File: src/rtl/line_gfx_pkg.sv
// Shared types for the line drawing datapath: screen geometry,
// buffered pixel layout and the memory writer state encoding.
package line_gfx_pkg;

    localparam int SCREEN_W = 640;
    localparam int SCREEN_H = 480;
    localparam int COLOR_W  = 8;
    localparam int X_W      = $clog2(SCREEN_W);
    localparam int Y_W      = $clog2(SCREEN_H);

    typedef struct packed {
        logic [X_W-1:0]     x;
        logic [Y_W-1:0]     y;
        logic [COLOR_W-1:0] color;
    } pixel_t;

    typedef enum logic [1:0] {
        IDLE,
        CALC,
        WRITE
    } wr_state_t;

endpackage

File: src/rtl/pixel_fifo.sv
// Small synchronous pixel buffer with a registered head entry;
// ready_o is registered from next-state occupancy.
module pixel_fifo
    import line_gfx_pkg::*;
#(
    parameter int DEPTH = 4
) (
    input  logic   clk,
    input  logic   reset,
    input  logic   push_i,
    input  pixel_t din_i,
    input  logic   pop_i,
    output pixel_t dout_o,
    output logic   empty_o,
    output logic   vacant_o,
    output logic   ready_o
);

    localparam int PW = $clog2(DEPTH);
    localparam int CW = $clog2(DEPTH + 1);

    pixel_t          mem_q [DEPTH];
    pixel_t          out_q;
    logic [PW-1:0]   wptr_q, rptr_q;
    logic [CW-1:0]   mcnt_q, mcnt_d, total_d;
    logic            ov_q, ov_d, ready_q, load;

    // Head register refills from storage whenever it is empty or consumed.
    assign load = (!ov_q || pop_i) && (mcnt_q != '0);

    always_comb begin
        mcnt_d  = mcnt_q + CW'(push_i) - CW'(load);
        ov_d    = load || (ov_q && !pop_i);
        total_d = mcnt_d + CW'(ov_d);
    end

    always_ff @(posedge clk) begin
        if (push_i) mem_q[wptr_q] <= din_i;
    end

    always_ff @(posedge clk or negedge reset) begin
        if (!reset) begin
            wptr_q  <= '0;
            rptr_q  <= '0;
            mcnt_q  <= '0;
            ov_q    <= 1'b0;
            out_q   <= '0;
            ready_q <= 1'b0;
        end else begin
            if (push_i) wptr_q <= wptr_q + PW'(1);
            if (load) begin
                out_q  <= mem_q[rptr_q];
                rptr_q <= rptr_q + PW'(1);
            end
            mcnt_q  <= mcnt_d;
            ov_q    <= ov_d;
            ready_q <= (total_d != CW'(DEPTH));
        end
    end

    assign dout_o   = out_q;
    assign empty_o  = !ov_q;
    assign vacant_o = !ov_q && (mcnt_q == '0);
    assign ready_o  = ready_q;

endmodule

File: src/rtl/line_pixel_writer.sv
// Pixel stream sink: clips, buffers, and writes linear framebuffer
// addresses through an Avalon-MM master honouring waitrequest.
module line_pixel_writer #(
    parameter int COORD_W    = 32,
    parameter int SCREEN_W   = 640,
    parameter int SCREEN_H   = 480,
    parameter int ADDR_W     = 19,
    parameter int COLOR_W    = 8,
    parameter int FIFO_DEPTH = 4
) (
    input  logic               clk,
    input  logic               reset,
    input  logic               plot,
    input  logic [COORD_W-1:0] x,
    input  logic [COORD_W-1:0] y,
    input  logic [COLOR_W-1:0] color,
    input  logic               line_done,
    output logic               enable,
    output logic [ADDR_W-1:0]  mem_address,
    output logic [COLOR_W-1:0] mem_writedata,
    output logic               mem_write,
    input  logic               mem_waitrequest,
    output logic               idle,
    output logic [31:0]        pix_written,
    output logic [31:0]        pix_clipped
);
    import line_gfx_pkg::*;

    pixel_t             pix_in, pix_out;
    wr_state_t          state_q;
    logic               ready, empty, vacant;
    logic               accept, clip, push, pop;
    logic [ADDR_W-1:0]  lin_addr, addr_q, mem_address_q;
    logic [COLOR_W-1:0] data_q, mem_writedata_q;
    logic               mem_write_q;
    logic [31:0]        written_q, clipped_q;

    // Unsigned compare also rejects negative two's-complement coordinates.
    assign clip   = (x >= COORD_W'(SCREEN_W)) || (y >= COORD_W'(SCREEN_H));
    assign accept = plot && ready;
    assign push   = accept && !clip;

    always_comb begin
        pix_in       = '0;
        pix_in.x     = x[X_W-1:0];
        pix_in.y     = y[Y_W-1:0];
        pix_in.color = color;
    end

    pixel_fifo #(
        .DEPTH    (FIFO_DEPTH)
    ) u_fifo (
        .clk      (clk),
        .reset    (reset),
        .push_i   (push),
        .din_i    (pix_in),
        .pop_i    (pop),
        .dout_o   (pix_out),
        .empty_o  (empty),
        .vacant_o (vacant),
        .ready_o  (ready)
    );

    assign pop = !empty &&
                 ((state_q == IDLE) ||
                  (state_q == WRITE && !mem_waitrequest));

    assign lin_addr = ADDR_W'(pix_out.y) * ADDR_W'(SCREEN_W)
                    + ADDR_W'(pix_out.x);

    always_ff @(posedge clk or negedge reset) begin
        if (!reset) begin
            state_q         <= IDLE;
            addr_q          <= '0;
            data_q          <= '0;
            mem_address_q   <= '0;
            mem_writedata_q <= '0;
            mem_write_q     <= 1'b0;
            written_q       <= '0;
        end else begin
            unique case (state_q)
                IDLE: begin
                    if (pop) begin
                        addr_q  <= lin_addr;
                        data_q  <= pix_out.color;
                        state_q <= CALC;
                    end
                end
                CALC: begin
                    mem_address_q   <= addr_q;
                    mem_writedata_q <= data_q;
                    mem_write_q     <= 1'b1;
                    state_q         <= WRITE;
                end
                WRITE: begin
                    if (!mem_waitrequest) begin
                        mem_write_q <= 1'b0;
                        written_q   <= written_q + 32'd1;
                        if (pop) begin
                            addr_q  <= lin_addr;
                            data_q  <= pix_out.color;
                            state_q <= CALC;
                        end else begin
                            state_q <= IDLE;
                        end
                    end
                end
                default: state_q <= IDLE;
            endcase
        end
    end

    always_ff @(posedge clk or negedge reset) begin
        if (!reset) clipped_q <= '0;
        else if (accept && clip) clipped_q <= clipped_q + 32'd1;
    end

    assign enable        = ready;
    assign mem_address   = mem_address_q;
    assign mem_writedata = mem_writedata_q;
    assign mem_write     = mem_write_q;
    assign pix_written   = written_q;
    assign pix_clipped   = clipped_q;
    assign idle = ready && vacant && (state_q == IDLE) && line_done;

endmodule

File: config.mk
export PLATFORM = sky130hd
export DESIGN_NAME = line_pixel_writer
export DESIGN_NICKNAME = d
export VERILOG_FILES = /design/src/rtl/line_gfx_pkg.sv /design/src/rtl/pixel_fifo.sv /design/src/rtl/line_pixel_writer.sv
export SDC_FILE = /design/constraint.sdc
export NUM_CORES = 1
export LEC_CHECK = 0
export ABC_AREA = 1
export CAP_MARGIN = 20
export CELL_PAD_IN_SITES_DETAIL_PLACEMENT = 0
export CELL_PAD_IN_SITES_GLOBAL_PLACEMENT = 1
export CORE_MARGIN = 2
export CORE_UTILIZATION = 26
export CTS_BUF_LIST = sky130_fd_sc_hd__clkbuf_16
export CTS_CLUSTER_DIAMETER = 150
export CTS_CLUSTER_SIZE = 40
export DETAILED_ROUTE_END_ITERATION = 7
export HOLD_SLACK_MARGIN = 0.15
export PLACE_DENSITY = 0.51
export SYNTH_ARGS = -nofsm -noshare
export SYNTH_HDL_FRONTEND = slang
export SYNTH_SLANG_ARGS = --single-unit
File: constraint.sdc
create_clock -name clk -period 3.9 [get_ports clk]
set_input_delay 0.78 -clock clk [delete_from_list [all_inputs] [get_ports clk]]
set_output_delay 0.78 -clock clk [all_outputs]
set_load 0.05 [all_outputs]
==> impl_metrics.toml <==
[outcome]
status = "completed"

[timing]
final-max-slew-violation-count = 0
grt_setup_unrepaired = "no"
hold_violations = 0
finalCritPeriodShare_pct = 78.4
min_period_ps = 3060
fmax_mhz = 327
setup_tns_ps = 0
skew_ps = 21.9
setup_viol = 0
slew_headroom_pct = 51.7
worstMarginPinSlew_ps = 725

[final_layout]
areaGrowthSynthToFinish_pct = 22.7
diodes = 0
drive_above_1_share_pct = 4.91
fill_cells = 5057
layout_commonest_cell = "nand2_1"
final_cell_mix = "nand2_1, clkdlybuf4s50_1, nor2_1"
layout.nets = 1609
fin_cells = 2121

[power_and_ir_drop]
vdd_ir_drop_max_v = 0.000304
combPwrFrac_pct = 47.5
p_leak_nw = 6.34
pwr-share-seq_pct = 37.7
p_clk_share_pct = 14.8
p_sw_share_pct = 44.6
p_int_mw = 5.65
switching_power_mw = 4.55
power.density_nw_per_um2 = 670

[route]
drc = 0
drtAntennaViolNets = 0
drt-pass1-iter-count = 5
drt-vias-per-instance = 4.28
vias = 9080
finalWirelength_mm = 32.7
wire_per_inst_um = 15.4
drt_iter0_markers = 513

[grt]
antenna_found_initial = 1
grt_pass1_wl_mm = 52.7
gr-total-overflow = 0
grt_pass1_vias = 9088
grt_use_total_pct = 13.3
grt_max_degree = 73

[cts]
cts_resized = 0
cts_buffer_depth = 3
clk_latency_ps = 500
cts.clk_slew.worst_paths_ps = 140
cts_setup_buffers = 0
h-tree-depth = 1
root_buffer = "clkbuf_16"
cts_tree = "yes"
clock-sinks = 265
cts_hold_buf = 0
cts-buffers-inserted = 11

[floorplanning]
die_area_um2 = 49500
coreArea_um2 = 47400
ios = 171
die_x_um = 223
start_util_pct = 26.2
row_count = 80
die_h_um = 223

[logic_synthesis]
ys_ff_latch = 265
synth-edff-count = 108
syn_avg_cell_area_um2 = 9.25
syn-num-nets = 1449
yosys_most_used_dff = "dfrtp_1"
synthArstFlopShare_pct = 59.2
yosysUniqueCellTypes = 39
synth_compound_area_share_pct = 6.31
synth.yosys.warnings = 0
synth_adder_area_share_pct = 3.20
syn-instance-count = 1342
syn_area_um2 = 12400
seq_area_frac_synth_pct = 57.8
synthSimpleGateAreaFrac_pct = 23.3
synth_xor_xnor_area_share_pct = 4.37
synth_top_family_by_area = "simple AND/OR/NAND/NOR gates"
muxShareOfSynthArea_pct = 0

[setup_path]
r2r_cells = 15
endpoint_kind = "flop"
cp.arrival_ps = 3490
cp_max_fo = 6
reg2reg_to = "u_fifo.ready_o"
r2r-start = "state_q[0]"
cp.required_ps = 4330
ff2ff_setup_slack_ps = 1220
cp-start-kind = "input port"
crit_start = "x[8]"
path_class = "in2reg"

[place]
place.gp.congestion = 0.731
place_inst = 2103
io_buffers = 170
hpwl_mm = 22.4

[job]
cap_viol_max_count = 0

[min_path]
hp-class = "in2async"
[sequential cells by signal, summed over array words and instances (netlist names)]
register        flops
mem_write           1
pix_written        32
u_fifo.wptr_q       2
u_fifo.ready_o      1
data_q              8
mem_writedata       8
mem_address        19
u_fifo.mem_q      108
u_fifo.ov_q         1
u_fifo.dout_o      27
pix_clipped        32
u_fifo.mcnt_q       3
state_q             2
addr_q             19
u_fifo.rptr_q       2
[synth_stat cells, types with 19 or more instances]
cell type  instances  area, um^2
clkbuf_1          29         109
dfrtp_1          157        3930
edfxtp_1         108        3240
ha_1              27         338
inv_1            110         413
nand2_1          369        1390
nand3_1           72         360
nor2_1           170         638
nor3_1            20         100
o21ai_0          105         526
o22ai_1           19         119
xnor2_1           23         201
xor2_1            39         342
[power by group through the flow]
stage	clock network, mW	registers (mW)	logic, mW
floorplan	0	4.47	2.80
global placement	0	3.92	4.86
detailed placement	0	3.92	4.90
CTS	1.61	3.86	4.92
global route	1.69	3.93	5.55
finish	1.51	3.84	4.85
[cells by family after synthesis]
logic type               Yosys count
adder cells (fa/ha/maj)           30
AO/OA/AOI/OAI                    147
buffers and inverters            158
flip-flops                       265
AND/OR/NAND/NOR                  680
XOR/XNOR                          62
[critical path: stages]
cell	delay (ps)
clkdlybuf4s50_1	560
inv_1	60
a31oi_1	190
nand3_1	90
nor2_1	170
nand3_1	180
inv_1	140
ha_1	150
inv_1	50
fa_1	500
inv_1	50
ha_1	200
or2_2	290
nand3_1	70
[cell type report]
class                      instances  area [um^2]  area share [%]
clock buffer                      11          275            1.81
clock inverter                     6         67.6           0.443
inverter                         115          438            2.87
multi-input combinational        919         4630            30.4
sequential                       265         7170            47.1
tap                              615          769            5.05
timing repair buffer             190         1880            12.4
[worst max path at each step]
stage / endpoint / cells after the start / slack [ps]
detailed placement: u_fifo.ready_o / 14 / 250
global route: u_fifo.ready_o / 14 / 520
finish: u_fifo.ready_o / 14 / 840
CTS: u_fifo.ready_o / 14 / 780
global placement: u_fifo.ready_o / 14 / 320
floorplan: idle / 2 / 750
[routing by layer]
metal	share of wire (%)	vias to the layer above	track usage, %	wire [um]
met2	44	124	21.2	14500
met1	51	4247	19.5	16800
met5	0.037	-	0	12
li1	-	4693	-	-
met3	3.0	14	1.84	974
met4	1.2	2	1.86	377
[metrics by stage]
step | setup WS, ps | hold WS, ps | util (%) | total power, mW | instance area, um^2
CTS | 784 | 301 | 32.1 | 10.4 | 15200
floorplan | 753 | 449 | - | 7.26 | 12400
finish | 842 | 275 | 32.1 | 10.2 | 15200
detailed placement | 248 | 462 | 31.3 | 8.82 | 14900
global route | 520 | 307 | 32.1 | 11.2 | 15200
global placement | 322 | 457 | 31.3 | 8.77 | 14900
Note: power is estimated with default switching activity, not from simulation.
